[src/rtl/calckit_pkg.sv]
// -----------------------------------------------------------------------------
// calckit_pkg
// Shared definitions for the calculator datapath: matrix geometry limits,
// ASCII constants used by the text printer, the printer state encoding (also
// read by the top-level menu FSM for debug display) and small BCD helpers.
//
// Configuration macro: PRINT_DIMS_EN adds the ST_HDR state to the encoding.
// -----------------------------------------------------------------------------
package calckit_pkg;

  localparam int MAX_DIM    = 5;   // largest legal row/column count
  localparam int SLOT_WORDS = 32;  // words per physical matrix slot
  localparam int BCD_DIGITS = 5;   // enough for magnitudes up to 32768

  localparam logic [7:0] ASCII_SPACE = 8'h20;
  localparam logic [7:0] ASCII_MINUS = 8'h2D;
  localparam logic [7:0] ASCII_CR    = 8'h0D;
  localparam logic [7:0] ASCII_LF    = 8'h0A;
  localparam logic [7:0] ASCII_ZERO  = 8'h30;

  typedef enum logic [3:0] {
    ST_IDLE,
    ST_FETCH,
    ST_WAIT_MEM,
    ST_CONVERT,
    ST_EMIT_SIGN,
    ST_EMIT_DIG,
    ST_EMIT_SEP,
    ST_EMIT_CR,
    ST_EMIT_LF,
    ST_FINISH
`ifdef PRINT_DIMS_EN
    , ST_HDR
`endif
  } printer_state_e;

  // Digit at position pos, where position 0 is the most significant digit.
  function automatic logic [3:0] bcd_digit(input logic [4*BCD_DIGITS-1:0] bcd,
                                           input logic [2:0]              pos);
    bcd_digit = bcd[4*(BCD_DIGITS-1-int'(pos)) +: 4];
  endfunction

  // Position of the most significant non-zero digit; the units position when
  // the whole value is zero, so that zero still prints as a single '0'.
  function automatic logic [2:0] first_sig_digit(input logic [4*BCD_DIGITS-1:0] bcd);
    first_sig_digit = 3'(BCD_DIGITS-1);
    for (int i = BCD_DIGITS-2; i >= 0; i--) begin
      if (bcd_digit(bcd, 3'(i)) != 4'd0) first_sig_digit = 3'(i);
    end
  endfunction

endpackage

[src/rtl/matrix_uart_printer_bin2bcd_seq.sv]
// -----------------------------------------------------------------------------
// bin2bcd_seq
// Sequential shift-add-3 (double dabble) binary to BCD converter.
// One load cycle followed by DATA_W shift cycles; done_o pulses during the
// final shift cycle and bcd_o holds the result from the next cycle until the
// next start.
//
// Ports:
//   clk, rst_n  clock, asynchronous active-low reset
//   start_i     load request, honoured only while not busy
//   bin_i       unsigned binary input, DATA_W bits
//   busy_o      conversion in progress
//   done_o      high in the last shift cycle
//   bcd_o       BCD_DIGITS x 4-bit result, most significant digit highest
// -----------------------------------------------------------------------------
module bin2bcd_seq
  import calckit_pkg::*;
#(
  parameter int DATA_W = 16
) (
  input  logic                    clk,
  input  logic                    rst_n,
  input  logic                    start_i,
  input  logic [DATA_W-1:0]       bin_i,
  output logic                    busy_o,
  output logic                    done_o,
  output logic [4*BCD_DIGITS-1:0] bcd_o
);

  localparam int CNT_W = $clog2(DATA_W + 1);

  logic [DATA_W-1:0]       sh_q,   sh_d;
  logic [4*BCD_DIGITS-1:0] bcd_q,  bcd_d;
  logic [CNT_W-1:0]        cnt_q,  cnt_d;
  logic                    busy_q, busy_d;
  logic [4*BCD_DIGITS-1:0] adj;

  always_comb begin
    // NOTE: every signal written here gets a default first, so no path can
    // leave one unassigned and infer a latch.
    adj    = bcd_q;
    sh_d   = sh_q;
    bcd_d  = bcd_q;
    cnt_d  = cnt_q;
    busy_d = busy_q;

    // Digits of 5 or more would overflow past 9 when doubled; add 3 first.
    for (int i = 0; i < BCD_DIGITS; i++) begin
      if (bcd_q[4*i +: 4] >= 4'd5) adj[4*i +: 4] = bcd_q[4*i +: 4] + 4'd3;
    end

    if (!busy_q) begin
      if (start_i) begin
        sh_d   = bin_i;
        bcd_d  = '0;
        cnt_d  = CNT_W'(DATA_W);
        busy_d = 1'b1;
      end
    end else begin
      {bcd_d, sh_d} = {adj, sh_q} << 1;
      cnt_d         = cnt_q - CNT_W'(1);
      if (cnt_q == CNT_W'(1)) busy_d = 1'b0;
    end
  end

  always_ff @(posedge clk or negedge rst_n) begin
    if (!rst_n) begin
      sh_q   <= '0;
      bcd_q  <= '0;
      cnt_q  <= '0;
      busy_q <= 1'b0;
    end else begin
      // NOTE: non-blocking assignments so every register samples the values
      // from before the edge, independent of statement order.
      sh_q   <= sh_d;
      bcd_q  <= bcd_d;
      cnt_q  <= cnt_d;
      busy_q <= busy_d;
    end
  end

  assign busy_o = busy_q;
  assign done_o = busy_q && (cnt_q == CNT_W'(1));
  assign bcd_o  = bcd_q;

endmodule

[src/rtl/matrix_uart_printer.sv]
// -----------------------------------------------------------------------------
// matrix_uart_printer
// Reads one stored matrix from the matrix memory and streams it to the UART
// transmitter as ASCII: signed decimal elements, leading zeros suppressed,
// single spaces between elements, CR LF after each row, no trailing space.
//
// Ports:
//   sys_clk_in, sys_rst_n   clock, asynchronous active-low reset
//   start                   one-cycle print request (sampled in IDLE only)
//   slot, rows, cols        matrix location and shape, latched on start
//   busy, done, err         status; done/err are one-cycle pulses
//   mem_rd_en, mem_addr     read port towards the matrix memory
//   mem_rd_data             synchronous read data (1 cycle after mem_rd_en)
//   tx_data, tx_valid       byte towards the UART transmitter
//   tx_ready                transmitter accepts when tx_valid && tx_ready
//
// Configuration macro: PRINT_DIMS_EN emits a "<rows> <cols>\r\n" header line
// before the matrix data.
// -----------------------------------------------------------------------------
module matrix_uart_printer #(
  parameter int DATA_W     = 16,
  parameter int ADDR_W     = 11,
  parameter int SLOT_WORDS = calckit_pkg::SLOT_WORDS,
  parameter int MAX_DIM    = calckit_pkg::MAX_DIM
) (
  input  logic              sys_clk_in,
  input  logic              sys_rst_n,
  input  logic              start,
  input  logic [5:0]        slot,
  input  logic [2:0]        rows,
  input  logic [2:0]        cols,
  output logic              busy,
  output logic              done,
  output logic              err,
  output logic              mem_rd_en,
  output logic [ADDR_W-1:0] mem_addr,
  input  logic [DATA_W-1:0] mem_rd_data,
  output logic [7:0]        tx_data,
  output logic              tx_valid,
  input  logic              tx_ready
);

  import calckit_pkg::*;

  printer_state_e state_q, state_d;
  logic [5:0]        slot_q, slot_d;
  logic [2:0]        rows_q, rows_d;
  logic [2:0]        cols_q, cols_d;
  logic [2:0]        r_q,    r_d;
  logic [2:0]        c_q,    c_d;
  logic [4:0]        idx_q,  idx_d;   // running r*cols + c
  logic [DATA_W-1:0] val_q,  val_d;
  logic [2:0]        dig_q,  dig_d;
  logic              err_q,  err_d;
`ifdef PRINT_DIMS_EN
  logic [2:0]        hdr_q,  hdr_d;
`endif

  logic                    neg;
  logic [DATA_W-1:0]       mag;
  logic                    bcd_start, bcd_busy, bcd_done;
  logic [4*BCD_DIGITS-1:0] bcd;
  logic [2:0]              lead, pos;
  logic                    dims_ok, last_col, last_row;

  // Two's-complement negate; -32768 maps to 0x8000, read as unsigned 32768.
  assign neg = val_q[DATA_W-1];
  assign mag = neg ? (~val_q + DATA_W'(1)) : val_q;

  bin2bcd_seq #(.DATA_W(DATA_W)) u_bin2bcd (
    .clk     (sys_clk_in),
    .rst_n   (sys_rst_n),
    .start_i (bcd_start),
    .bin_i   (mag),
    .busy_o  (bcd_busy),
    .done_o  (bcd_done),
    .bcd_o   (bcd)
  );

  assign dims_ok  = (rows != 3'd0) && (cols != 3'd0) &&
                    (rows <= 3'(MAX_DIM)) && (cols <= 3'(MAX_DIM));
  assign last_col = (c_q == cols_q - 3'd1);
  assign last_row = (r_q == rows_q - 3'd1);

  // The BCD result only settles after the cycle that leaves CONVERT, so
  // leading zeros are skipped on the fly: dig_q restarts at 0 per element
  // and the emitted position is never above the first significant digit.
  assign lead = first_sig_digit(bcd);
  assign pos  = (dig_q < lead) ? lead : dig_q;

  assign mem_addr = ADDR_W'(slot_q * SLOT_WORDS) + ADDR_W'(idx_q);
  assign err      = err_q;

  always_comb begin
    state_d   = state_q;
    slot_d    = slot_q;
    rows_d    = rows_q;
    cols_d    = cols_q;
    r_d       = r_q;
    c_d       = c_q;
    idx_d     = idx_q;
    val_d     = val_q;
    dig_d     = dig_q;
    err_d     = 1'b0;
`ifdef PRINT_DIMS_EN
    hdr_d     = hdr_q;
`endif
    bcd_start = 1'b0;
    mem_rd_en = 1'b0;
    tx_valid  = 1'b0;
    tx_data   = 8'h00;
    busy      = (state_q != ST_IDLE) && (state_q != ST_FINISH);
    done      = 1'b0;

    unique case (state_q)
      ST_IDLE: begin
        if (start) begin
          if (dims_ok) begin
            slot_d = slot;
            rows_d = rows;
            cols_d = cols;
            r_d    = 3'd0;
            c_d    = 3'd0;
            idx_d  = 5'd0;
`ifdef PRINT_DIMS_EN
            hdr_d   = 3'd0;
            state_d = ST_HDR;
`else
            state_d = ST_FETCH;
`endif
          end else begin
            err_d = 1'b1;
          end
        end
      end

`ifdef PRINT_DIMS_EN
      ST_HDR: begin
        tx_valid = 1'b1;
        case (hdr_q)
          3'd0:    tx_data = ASCII_ZERO + 8'(rows_q);
          3'd1:    tx_data = ASCII_SPACE;
          3'd2:    tx_data = ASCII_ZERO + 8'(cols_q);
          3'd3:    tx_data = ASCII_CR;
          default: tx_data = ASCII_LF;
        endcase
        if (tx_ready) begin
          if (hdr_q == 3'd4) state_d = ST_FETCH;
          else               hdr_d   = hdr_q + 3'd1;
        end
      end
`endif

      ST_FETCH: begin
        mem_rd_en = 1'b1;
        state_d   = ST_WAIT_MEM;
      end

      ST_WAIT_MEM: begin
        val_d   = mem_rd_data;
        state_d = ST_CONVERT;
      end

      ST_CONVERT: begin
        bcd_start = !bcd_busy;
        if (bcd_done) begin
          dig_d   = 3'd0;
          state_d = neg ? ST_EMIT_SIGN : ST_EMIT_DIG;
        end
      end

      ST_EMIT_SIGN: begin
        tx_valid = 1'b1;
        tx_data  = ASCII_MINUS;
        if (tx_ready) state_d = ST_EMIT_DIG;
      end

      ST_EMIT_DIG: begin
        tx_valid = 1'b1;
        tx_data  = ASCII_ZERO + 8'(bcd_digit(bcd, pos));
        if (tx_ready) begin
          if (pos == 3'(BCD_DIGITS-1)) state_d = last_col ? ST_EMIT_CR : ST_EMIT_SEP;
          else                         dig_d   = pos + 3'd1;
        end
      end

      ST_EMIT_SEP: begin
        tx_valid = 1'b1;
        tx_data  = ASCII_SPACE;
        if (tx_ready) begin
          c_d     = c_q + 3'd1;
          idx_d   = idx_q + 5'd1;
          state_d = ST_FETCH;
        end
      end

      ST_EMIT_CR: begin
        tx_valid = 1'b1;
        tx_data  = ASCII_CR;
        if (tx_ready) state_d = ST_EMIT_LF;
      end

      ST_EMIT_LF: begin
        tx_valid = 1'b1;
        tx_data  = ASCII_LF;
        if (tx_ready) begin
          if (last_row) begin
            state_d = ST_FINISH;
          end else begin
            r_d     = r_q + 3'd1;
            c_d     = 3'd0;
            idx_d   = idx_q + 5'd1;
            state_d = ST_FETCH;
          end
        end
      end

      ST_FINISH: begin
        done    = 1'b1;
        state_d = ST_IDLE;
      end

      default: state_d = ST_IDLE;
    endcase
  end

  always_ff @(posedge sys_clk_in or negedge sys_rst_n) begin
    if (!sys_rst_n) begin
      state_q <= ST_IDLE;
      slot_q  <= '0;
      rows_q  <= '0;
      cols_q  <= '0;
      r_q     <= '0;
      c_q     <= '0;
      idx_q   <= '0;
      val_q   <= '0;
      dig_q   <= '0;
      err_q   <= 1'b0;
`ifdef PRINT_DIMS_EN
      hdr_q   <= '0;
`endif
    end else begin
      state_q <= state_d;
      slot_q  <= slot_d;
      rows_q  <= rows_d;
      cols_q  <= cols_d;
      r_q     <= r_d;
      c_q     <= c_d;
      idx_q   <= idx_d;
      val_q   <= val_d;
      dig_q   <= dig_d;
      err_q   <= err_d;
`ifdef PRINT_DIMS_EN
      hdr_q   <= hdr_d;
`endif
    end
  end

endmodule

[config.mk]
export PLATFORM = sky130hd
export DESIGN_NAME = matrix_uart_printer
export DESIGN_NICKNAME = d
export VERILOG_FILES = /design/src/rtl/calckit_pkg.sv /design/src/rtl/matrix_uart_printer_bin2bcd_seq.sv /design/src/rtl/matrix_uart_printer.sv
export SDC_FILE = /design/constraint.sdc
export NUM_CORES = 1
export LEC_CHECK = 0
export ABC_AREA = 0
export BUFFER_PORTS_ARGS = -buffer_cell sky130_fd_sc_hd__clkbuf_2
export CAP_MARGIN = 20
export CORE_ASPECT_RATIO = 1.2
export CORE_MARGIN = 8
export CORE_UTILIZATION = 53
export CTS_CLUSTER_SIZE = 28
export DETAILED_ROUTE_END_ITERATION = 16
export PLACE_DENSITY_LB_ADDON = 0.3
export SYNTH_ARGS = -nofsm -noshare
export SYNTH_HDL_FRONTEND = slang
export SYNTH_SLANG_ARGS = --single-unit
[constraint.sdc]
create_clock -name sys_clk_in -period 4 [get_ports sys_clk_in]
set_input_delay 0.2 -clock sys_clk_in [delete_from_list [all_inputs] [get_ports sys_clk_in]]
set_output_delay 0.2 -clock sys_clk_in [all_outputs]
set_load 0.01 [all_outputs]
==> impl_metrics.toml <==
[timing]
hold_violations = 0
worst_pin_slew_ns = 0.719
finalSetupViolCount = 4
fmax_mhz = 246
period_share_pct = 101
fin_crit_ns = 4.06
slew_viol_final = 0
rsz0062_at_grt = "true"
holdWs_ns = 0.0608
slew_headroom_pct = 52.0
skew_ns = 0.00746
setup_ws_ns = -0.0595

[detailed_routing]
routedWlPerCell_um = 16.4
drt_iter0_drc = 204
drc = 0
viasPerCell = 5.83
ant_nets = 0
first_pass_iters = 5
vias = 4526
finalWirelength_mm = 12.7

[synth]
yosysWarnings = 0
synth_seq_cells = 89
synthCells = 568
synth-main-ff-cell = "dfrtp_1"
syn-cell-area_mm2 = 0.00535
synth_edf_count = 0
synth_area_per_cell_um2 = 9.42
ys_seq_area_share_pct = 41.6
synthArstFlopShare_pct = 100
synthDistinctLibCells = 67

[floorplan]
fp-row-count = 40
dieArea_mm2 = 0.0136
core_mm2 = 0.00991
initial_core_util_pct = 54.0
die_w_um = 108
ioPinCount = 56
die_h_um = 126

[status]
status = "finished, violations left"
violations = "setup timing"

[layout]
area_growth_pct = 20.8
drive_above_1_share_pct = 29.2
post-route-util_pct = 65.2
fin_nets = 703
final_cell_mix = "dfrtp_1 (88), nand2_1 (70), clkbuf_2 (50)"
n_antenna_cell = 0
mostFrequentLayoutCell = "dfrtp_1"

[clock_network]
clk_pin_slew_worst_paths_ns = 0.06
clock_sinks = 89
cts_tree = "built"
cts_buffers = 9
htreeDepth = 3
clock-root-buffer = "clkbuf_16"
cts_buffer_depth = 2
clk_latency_ns = 0.34

[setup_path]
end_kind = "register"
crit_fanout = 4
cpMaxStageDelayCell = "or4_4"
slowest_delay_ns = 0.53
start_kind = "register"
reg2regPathDepth = 19
r2r-end = "dig_q[2]$_DFFE_PN0P_"
r2r-start = "u_bin2bcd.bcd_o[9]$_DFFE_PN0P_"
cp.required_ns = 4.28
crit_arrival_ns = 4.34
ff2ff_setup_slack_ns = -0.06
path_cells = "inv_2, ha_4, or3b_4, nor2_4, nand2_2, ha_4, nand2b_4, and3_4, nand2_4, o221ai_2, nor2b_4, ha_4, ha_4, or4bb_1, a21oi_2, or4_4, or2_4, a211oi_2, a31o_1"
critical_path_class = "reg -> reg"
crit_top_cell = "ha_4"

[global_route]
grt_antenna_before_repair = 0
grt_pass1_vias = 4512
grt_first_pass_wirelength_mm = 20.4
grt_max_degree = 73
grt_usage_pct = 18.2
grt-ovfl-total = 0

[pwr]
internal-power_w = 0.00329
clkPwrFrac_pct = 13.2
power_density_mw_per_mm2 = 903
power.switching_w = 0.00254
peakVddDrop_v = 0.000401
combPwrFrac_pct = 57.4
seq_power_share_pct = 29.4
netSwitchingFraction_pct = 43.5
leakagePower_nw = 2.91

[min_path]
whs_path_depth = 3
min_to = "val_q[1]$_DFFE_PN0P_"
hold_class = "in -> reg"
min_from = "mem_rd_data[1]"

[placed_design]
place_congestion = 0.856
dp_hpwl_mm = 8.33
portBuffers = 53

[run]
cap_violations = 0
[cells in the mapped netlist (all sizes together) (4+ instances only)]
master | number | area (um2)
nor3 | 8 | 50.1
nand2 | 73 | 274
xnor2 | 14 | 123
a211oi | 4 | 30.0
o31ai | 16 | 134
inv | 30 | 113
mux2 | 25 | 282
clkbuf | 18 | 67.6
o21ai | 57 | 285
mux2i | 14 | 140
a21oi | 28 | 140
or3 | 4 | 25.0
nand4 | 4 | 25.0
xor2 | 16 | 140
a31oi | 4 | 25.0
nand2b | 13 | 81.3
nor2 | 34 | 128
ha | 26 | 325
or2 | 4 | 25.0
or4 | 4 | 33.8
nor3b | 9 | 67.6
dfrtp | 89 | 2230
nand3 | 6 | 30.0
nor2b | 7 | 43.8
a21boi | 4 | 30.0
buf | 10 | 53.8
[flip-flops by register name (all words and copies together) (netlist names), 4 cells and up]
signal           cells
u_bin2bcd.bcd_o     20
u_bin2bcd.sh_q      16
val_q               16
slot_q               6
idx_q                5
u_bin2bcd.cnt_q      5
state_q              4
[through the flow]
step | cell area (um2) | instances | total power, W | setup slack, ns | setup TNS (ns)
CTS | 6170 | 761 | 0.00536 | 0.00930 | 0
global placement | 5830 | 743 | 0.00434 | 0.0586 | 0
detailed placement | 5830 | 743 | 0.00447 | -0.118 | -0.223
finish | 6460 | 776 | 0.00583 | -0.0595 | -0.116
floorplan | 5350 | 569 | 0.00366 | 0.00941 | 0
global route | 6460 | 776 | 0.00629 | -0.266 | -1.87
[worst max-delay path: cells and delay by family (launching register included)]
| kind | cells | cell delay (ns) |
|---|---|---|
| buf+inv | 1 | 0.11 |
| flops | 1 | 0.43 |
| fa+ha+maj | 4 | 0.72 |
| simple gates | 10 | 2.14 |
| compound gates | 4 | 0.60 |
[cell families (layout without fill, tap and decap cells)]
family                   after synthesis  in the layout  synth area share, %
multiplexers                          42             42                 9.14
buffers and inverters                 59            140                 4.44
adder cells (fa/ha/maj)               26             26                 6.08
other                                  1              2               0.0701
flip-flops                            89             89                 41.6
XOR/XNOR                              31             31                 5.36
AND/OR/NAND/NOR                      184            184                 17.5
AO/OA/AOI/OAI                        136            136                 15.7
[per-layer routing]
layer  GRT usage [%]  share of wire [%]  vias up
li1                -                  -     2147
met1            21.2                 40     2202
met2            30.8                 51      141
met3            3.62                5.5       36
met4            9.41                2.9        0
met5               0                  0        -
[power by group through the flow]
stage | Combinational (W) | Sequential, W | Clock [W]
4_1_cts | 0.00289 | 0.00168 | 0.000784
3_3_place_gp | 0.00267 | 0.00167 | 0
3_5_place_dp | 0.00277 | 0.00169 | 0
6_report | 0.00335 | 0.00171 | 0.000769
2_1_floorplan | 0.00209 | 0.00157 | 0
5_1_grt | 0.00370 | 0.00177 | 0.000821
[worst max-delay path by stage]
| stage | start | endpoint | slack, ns | cells after the start |
|---|---|---|---|---|
| final | u_bin2bcd.bcd_o[9]$_DFFE_PN0P_ | dig_q[2]$_DFFE_PN0P_ | -0.06 | 19 |
| after detailed placement | u_bin2bcd.bcd_o[4]$_DFFE_PN0P_ | dig_q[2]$_DFFE_PN0P_ | -0.12 | 17 |
| after global placement | u_bin2bcd.bcd_o[4]$_DFFE_PN0P_ | dig_q[2]$_DFFE_PN0P_ | 0.06 | 17 |
| after floorplan | u_bin2bcd.bcd_o[4]$_DFFE_PN0P_ | dig_q[2]$_DFFE_PN0P_ | 0.009 | 20 |
| after CTS | u_bin2bcd.bcd_o[9]$_DFFE_PN0P_ | tx_data[3] | 0.009 | 18 |
| after global routing | u_bin2bcd.bcd_o[9]$_DFFE_PN0P_ | dig_q[2]$_DFFE_PN0P_ | -0.27 | 19 |
[cell type report]
type	instances	area, um2
clock buffers	12	236
well taps	126	158
clock inverters	4	30.0
inverters	31	121
repair buffers	93	578
fillers	782	3450
flip-flops and latches	89	2230
multi-input cells	421	3110
[what timing repair did]
| item | CTS | global route |
|---|---|---|
| buffers inserted | 1 | 15 |
| setup endpoints to repair | 9 | 11 |
| hold buffers | 1 | 0 |
| endpoints found under the hold margin | 53 | 0 |
| gates cloned | 0 | 0 |
| gates resized for setup | 14 | 49 |
| pin swaps | 2 | 18 |
Power figures use the tool's default switching activity.
